--- src/rtl/llki_mock_tss_keyed.sv ---
// llki_mock_tss_keyed: mock TSS that loads a key over LLKI and XORs the folded key mask into the core input.
// Define LLKI_START_GATE_EN to hold core_start_o low until the key is loaded.
module llki_mock_tss_keyed #(
    parameter int DATA_WIDTH = 128,
    parameter int KEY_WORDS = 3,
    parameter logic [KEY_WORDS*64-1:0] EXP_KEY = '0
) (
    input  logic                  clk,
    input  logic                  rst,
    input  logic                  llki_req_valid,
    output logic                  llki_req_ready,
    input  logic [1:0]            llki_req_op,
    input  logic [63:0]           llki_req_data,
    output logic                  llki_rsp_valid,
    input  logic                  llki_rsp_ready,
    output logic [1:0]            llki_rsp_status,
    output logic                  key_loaded,
    output logic                  key_match,
    input  logic [DATA_WIDTH-1:0] core_in_i,
    output logic [DATA_WIDTH-1:0] core_in_o,
    input  logic                  core_start_i,
    output logic                  core_start_o
);
    localparam int NS = DATA_WIDTH / 64;
    localparam int CW = 4;
    localparam logic [1:0] OP_LOAD = 2'b00, OP_CLEAR = 2'b01, OP_STATUS = 2'b10;
    localparam logic [1:0] ST_OK = 2'b00, ST_ERR_STATE = 2'b01, ST_ERR_OP = 2'b10;

    typedef enum logic [1:0] {IDLE, LOAD, KEYED} state_t;

    state_t                  state_q, state_d;
    logic [CW-1:0]           cnt_q, cnt_d;
    logic [KEY_WORDS*64-1:0] key_q, key_d;
    logic                    rsp_valid_q, rsp_valid_d;
    logic [1:0]              status_q, status_d;
    logic                    key_loaded_q, key_match_q;
    logic [DATA_WIDTH-1:0]   mask;
    logic                    acc;

    assign acc = llki_req_valid & ~rsp_valid_q;

    always_comb begin
        state_d = state_q;
        cnt_d = cnt_q;
        key_d = key_q;
        rsp_valid_d = rsp_valid_q & ~llki_rsp_ready;
        status_d = status_q;
        if (acc) begin
            rsp_valid_d = 1'b1;
            status_d = ST_OK;
            case (llki_req_op)
                OP_LOAD:
                    if (state_q == KEYED) status_d = ST_ERR_STATE;
                    else begin
                        key_d[64*cnt_q +: 64] = llki_req_data;
                        cnt_d = cnt_q + 1'b1;
                        state_d = (cnt_d == CW'(KEY_WORDS)) ? KEYED : LOAD;
                    end
                OP_CLEAR: begin
                    key_d = '0;
                    cnt_d = '0;
                    state_d = IDLE;
                end
                OP_STATUS: ;
                default: status_d = ST_ERR_OP;
            endcase
        end
    end

    always_ff @(posedge clk) begin
        if (rst) begin
            state_q <= IDLE;
            cnt_q <= '0;
            key_q <= '0;
            rsp_valid_q <= 1'b0;
            status_q <= ST_OK;
            key_loaded_q <= 1'b0;
            key_match_q <= 1'b0;
        end else begin
            state_q <= state_d;
            cnt_q <= cnt_d;
            key_q <= key_d;
            rsp_valid_q <= rsp_valid_d;
            status_q <= status_d;
            key_loaded_q <= state_d == KEYED;
            key_match_q <= (state_d == KEYED) && (key_d == EXP_KEY);
        end
    end

    // Key words beyond the data width fold onto slice i mod NS.
    always_comb begin
        mask = '0;
        for (int i = 0; i < KEY_WORDS; i++)
            mask[64*(i%NS) +: 64] = mask[64*(i%NS) +: 64] ^ EXP_KEY[64*i +: 64] ^ key_q[64*i +: 64];
    end

    assign core_in_o = core_in_i ^ mask;
    assign llki_req_ready = ~rsp_valid_q;
    assign llki_rsp_valid = rsp_valid_q;
    assign llki_rsp_status = status_q;
    assign key_loaded = key_loaded_q;
    assign key_match = key_match_q;
`ifdef LLKI_START_GATE_EN
    assign core_start_o = core_start_i & key_loaded_q;
`else
    assign core_start_o = core_start_i;
`endif
endmodule

--- config.mk ---
export PLATFORM = sky130hd
export DESIGN_NAME = llki_mock_tss_keyed
export DESIGN_NICKNAME = d
export VERILOG_FILES = /design/src/rtl/llki_mock_tss_keyed.sv
export SDC_FILE = /design/constraint.sdc
export NUM_CORES = 1
export LEC_CHECK = 0
export ABC_AREA = 0
export BUFFER_PORTS_ARGS = -buffer_cell sky130_fd_sc_hd__buf_4
export CAP_MARGIN = 20
export CORE_MARGIN = 8
export CORE_UTILIZATION = 35
export CTS_BUF_LIST = sky130_fd_sc_hd__clkbuf_4 sky130_fd_sc_hd__clkbuf_8
export DETAILED_ROUTE_END_ITERATION = 7
export PLACE_DENSITY_LB_ADDON = 0.15
export SETUP_SLACK_MARGIN = 0.15
export SLEW_MARGIN = 15
export SYNTH_ARGS = -nofsm -noshare
export SYNTH_HDL_FRONTEND = slang
export SYNTH_SLANG_ARGS = --single-unit
export TNS_END_PERCENT = 50
--- constraint.sdc ---
create_clock -name clk -period 2.35 [get_ports clk]
set_input_delay 0 -clock clk [delete_from_list [all_inputs] [get_ports clk]]
set_output_delay 0 -clock clk [all_outputs]
set_load 0.05 [all_outputs]
After elaboration in Yosys (flattened, before gate mapping)

Index checks and enable logic that the tools add are counted.
Widths: inputs -> output; s select.

Add/subtract/negate cells: 2
Eq/ne operators: 6
Shift operators: 2
Muxes and demuxes: 13
Bitwise logic cells: 6
Reductions and logical operators: 6

Operators with widths:

| cell                      | count |
|---|---|
| $mux 192                  | 2 |
| $pmux 192 s2              | 1 |
| $bwmux 192                | 1 |
| $logic_not 192->1         | 1 |
| $shift 64x34->192 const A | 1 |
| $shiftx 64x34->192        | 1 |
| $xor 128x128->128         | 1 |
| $xor 64x64->64            | 1 |
| $neg 10->34               | 1 |
| $pmux 2 s2                | 2 |
| $pmux 4 s2                | 1 |
| $eq 2x2->1 const B        | 3 |
| $mux 2                    | 3 |
| $add 4x1->4 const B       | 1 |
| $eq 4x2->1 const B        | 1 |
| $mux 4                    | 1 |
| $reduce_and 3->1          | 1 |
| $and 1x1->1               | 2 |
| $eq 2x1->1 const B        | 1 |
| $logic_not 2->1           | 1 |
| $mux 1                    | 2 |
| $ne 2x2->1 const B        | 1 |
| $not 1->1                 | 2 |
| $reduce_bool 2->1         | 1 |
| other kinds (2)           | 2 |

Flip-flop bits (word level): 203
Bits of input ports: 199
Output and inout port bits: 135

Logic depth before layout (Yosys ltp)

Word-level depth: 8
Depth in mapped cells: 10

Least setup slack after synthesis

No wires, ideal clock.

Path kind: register -> register
Start: register cnt_q[2]
End: register key_q[153]
Library setup time: 0.065 ns
Arrival: 2.339 ns
Setup slack: -0.055 ns
Stages on the path, launching flop included: 11
Path buffers: 3
Clock period less this slack: 2.405 ns
Cell sequence: dfxtp_1 > buf_2 > or3_1 > ha_1 > nand3b_1 > or2_2 > nor3_1 > buf_2 > buf_1 > a22oi_1 > nor2_1

Word-level cells in the longest chain between the ends: 6
Elaborated cells between the ends (all ways): 7
Classes of those cells: 1 x add/sub; 2 x shift; 4 x mux

Ends and longest elaborated chain:

| item                                                    | RTL line | RTL |
|---|---|---|
| start, declared                                         | 32       | `logic [CW-1:0] cnt_q, cnt_d;` |
| start signal, assigned                                  | 81       | `cnt_q <= cnt_d;` |
| $neg 10->34 *                                           | 55       | `key_d[64*cnt_q +: 64] = llki_req_data;` |
| $shiftx 64x34->192 or $shift 64x34->192 (tied branches) | 55       |  |
| $bwmux 192 *                                            | 55       |  |
| $mux 192 *                                              | 53       | `if (state_q == KEYED) status_d = ST_ERR_STATE;` |
| $pmux 192 s2 *                                          | 51       | `case (llki_req_op)` |
| $mux 192 *                                              | 48       | `if (acc) begin` |
| end signal, assigned                                    | 82       | `key_q <= key_d;` |
| end, declared                                           | 33       | `logic [KEY_WORDS*64-1:0] key_q, key_d;` |

Every way passes the cells marked *; elsewhere a longest branch is shown, timed or not.
A chain may end at the register's enable or synchronous reset.

Final worst setup path

Start: register cnt_q[1]
End: register key_q[146]

Same word-level chain as after synthesis.

==> run metrics <==
status finished with violations; violated checks setup timing; Req. time, crit path 2.80 ns; CP max FO 9; deepest clock path buffer count 3; Placement Cell Area 12500 um2; WP data arrival 2.83 ns; worst min-delay path startpoint core_start_i; initial core utilization 35.2%; total track usage 22.7%; Hold Path Cell Cnt 0; Worst slew margin 47.0%; Layout Area Growth over Synthesis 62.6%; IO buf count 331; reg-to-reg endpoint key_q[146]; Clock Pin Slew Worst Setup and Hold Paths 0.05 ns; Mean Syn Cell Area 9.09 um2; reg2reg start cnt_q[1]; Reg2Reg Depth 10; first-pass GRT wire length 58800 um; Design Area, Final 15300 um2; RSZ-0062 raised after global routing yes; Worst setup SP type register; Synth Flop Type dfxtp_1; endpoints failing setup 11; fin crit share 101%; CP endpoint kind register; post-layout util 57.3%; FFs w/ async S/R, synth 0%; cell area after synthesis 9390 um2; row cnt 60; Slew @ Worst Pin 0.795 ns; NumNets Final 1679; ANT cells 0; commonest non-fill, non-tap cell in the layout buf_4; CTS tree done; CTS root buf clkbuf_8; final WL 41100 um; Seq/Total Area, Yosys 43.3%; vias in the first global route 10000; worst clock skew 0.0186 ns; routability congestion estimate 0.861; Die Span Y 180 um; total die area 32300 um2; pin count of the biggest net entering global routing 103; Final Hold Fails 0; Mapped Nets 1235; initial antenna violation count 0; DP Wirelength 28200 um; leakage 6.00 nW; DRC viols 0; critical path class reg -> reg; synth unique cells 51; drt via density 5.41; cts bufs inserted 37; Final min period 2.38 ns; EDFF count, synth 0; area of the multi-input gates 5840 um2; fraction of layout cells with a size suffix above 1 41.4%; Pwr per Cell Area 568 nW/um2; vias 9931; most frequent cells in the layout 353 x buf_4, 212 x nor2_1, 202 x dfxtp_1; clk_lat worst skew 0.53 ns; Final ANT Viol Nets 0; clk sink count 203; overflow left after global routing 0; Worst Hold Path EP core_start_o; Yosys warning total 0; floorplan core area 26700 um2; Die Wd 180 um; final setup margin -0.0250 ns; H-tree levels 2; Pins Over Slew Limit 0; io pins 334; DR iter-0 viols 745; setup slack, reg-to-reg -0.03 ns; register area 4070 um2; Worst VDD drop 0.000278 V; Seq cells post-synth 203; fmax 421 MHz; Worst Hold Class in -> out; Synth Instances 1032; WL/cell 22.4 um; Maximum Capacitance Violations 0; DRT Pass-1 Iters 6; # fillers 2403
[final cells by class]
| cell class | count | area share (%) |
|---|---|---|
| Multi-Input combinational cell | 759 | 38.2 |
| Timing Repair Buffer | 471 | 27.7 |
| Sequential cell | 203 | 26.6 |
| Clock buffer | 55 | 4.39 |
| Tap cell | 341 | 2.80 |
| Clock inverter | 4 | 0.156 |
| Inverter | 4 | 0.0984 |
[registers in the layout, indices dropped and copies added (netlist names)]
| signal | count |
|---|---|
| cnt_q | 4 |
| key_loaded | 1 |
| state_q | 2 |
| key_match | 1 |
| llki_rsp_status | 2 |
| llki_rsp_valid | 1 |
| key_q | 192 |
[power breakdown]
part	switching [W]	internal, W	total (W)	leakage (nW)
logic	0.00114	0.000769	0.00191	3.99
clock network	0.00143	0.00181	0.00323	0.375
registers	0.0000405	0.00348	0.00352	1.64
[critical path: stages (launching register included)]
cell       delay, ns
dfxtp_2         0.32
or3_4           0.39
ha_4            0.27
nand3b_1        0.14
or2_4           0.30
nor3_4          0.20
buf_6           0.22
buf_12          0.14
clkbuf_16       0.15
a22oi_2         0.07
nor2_1          0.11
[kinds of logic (layout without fill, tap and decap cells)]
family	after synthesis	after routing	share of synthesized area [%]
flops	203	203	43.3
buf+inv	71	534	3.47
compound gates	226	227	17.8
mux	1	1	0.107
simple gates	334	334	16.8
fa+ha+maj	4	4	0.533
xor+xnor	193	193	18.0
[how the worst max path moves through the flow]
stage,from,to,cells after the start
2_1_floorplan,cnt_q[2],key_match,9
6_report,cnt_q[1],key_q[146],10
3_3_place_gp,key_q[36],key_match,6
5_1_grt,cnt_q[1],key_match,8
4_1_cts,cnt_q[1],key_match,8
3_5_place_dp,key_q[36],key_match,6
[cells in the mapped netlist, types with 2 or more instances]
| library cell | instances | area, um2 |
|---|---|---|
| a21oi_1 | 7 | 35.0 |
| a22oi_1 | 193 | 1450 |
| a2bb2oi_1 | 2 | 17.5 |
| and2_1 | 3 | 18.8 |
| buf_1 | 6 | 22.5 |
| buf_2 | 10 | 50.1 |
| buf_4 | 2 | 15.0 |
| buf_6 | 5 | 56.3 |
| clkbuf_1 | 43 | 161 |
| dfxtp_1 | 203 | 4060 |
| ha_1 | 4 | 50.1 |
| inv_1 | 4 | 15.0 |
| nand2_1 | 12 | 45.0 |
| nand2b_1 | 2 | 12.5 |
| nand3_1 | 2 | 10.0 |
| nand3b_1 | 3 | 22.5 |
| nand4_1 | 14 | 87.6 |
| nor2_1 | 213 | 800 |
| nor2b_1 | 3 | 18.8 |
| nor3_1 | 7 | 35.0 |
| nor3b_2 | 2 | 25.0 |
| nor4_1 | 54 | 338 |
| o21ai_0 | 7 | 35.0 |
| o21ai_1 | 2 | 10.0 |
| o41ai_1 | 3 | 26.3 |
| or3_1 | 2 | 12.5 |
| or4_1 | 9 | 67.6 |
| xnor2_1 | 128 | 1120 |
| xor2_1 | 65 | 569 |
[stage by stage]
| step | total power (W) | std cells | TNS [ns] | hold slack, ns | setup WS (ns) |
|---|---|---|---|---|---|
| floorplan | 0.00451 | 1032 | 0 | 0.0990 | 0.110 |
| global placement | 0.00527 | 1676 | 0 | 0.000341 | 0.00653 |
| detailed placement | 0.00528 | 1676 | -0.0208 | 0.000341 | -0.0159 |
| CTS | 0.00863 | 1816 | 0 | 0.000341 | 0.0360 |
| global route | 0.00898 | 1837 | -5.99 | 0.000298 | -0.107 |
| finish | 0.00866 | 1837 | -0.0818 | 0.000109 | -0.0250 |
[timing repair]
item	4_1_cts	5_1_grt
endpoints found under the setup margin	129	193
hold endpoints to repair	200	0
pin swaps	32	51
hold buffers	72	0
gates cloned	4	15
setup buffers	5	7
gates resized for setup	45	135
[metal layers]
layer | track usage, % | up-vias | share of wire (%)
met5 | 0 | - | 0
met2 | 38.0 | 431 | 49
met3 | 5.02 | 64 | 7.0
met4 | 6.74 | 0 | 2.4
li1 | - | 4615 | -
met1 | 28.9 | 4821 | 42
(Power assumes the default switching activity.)
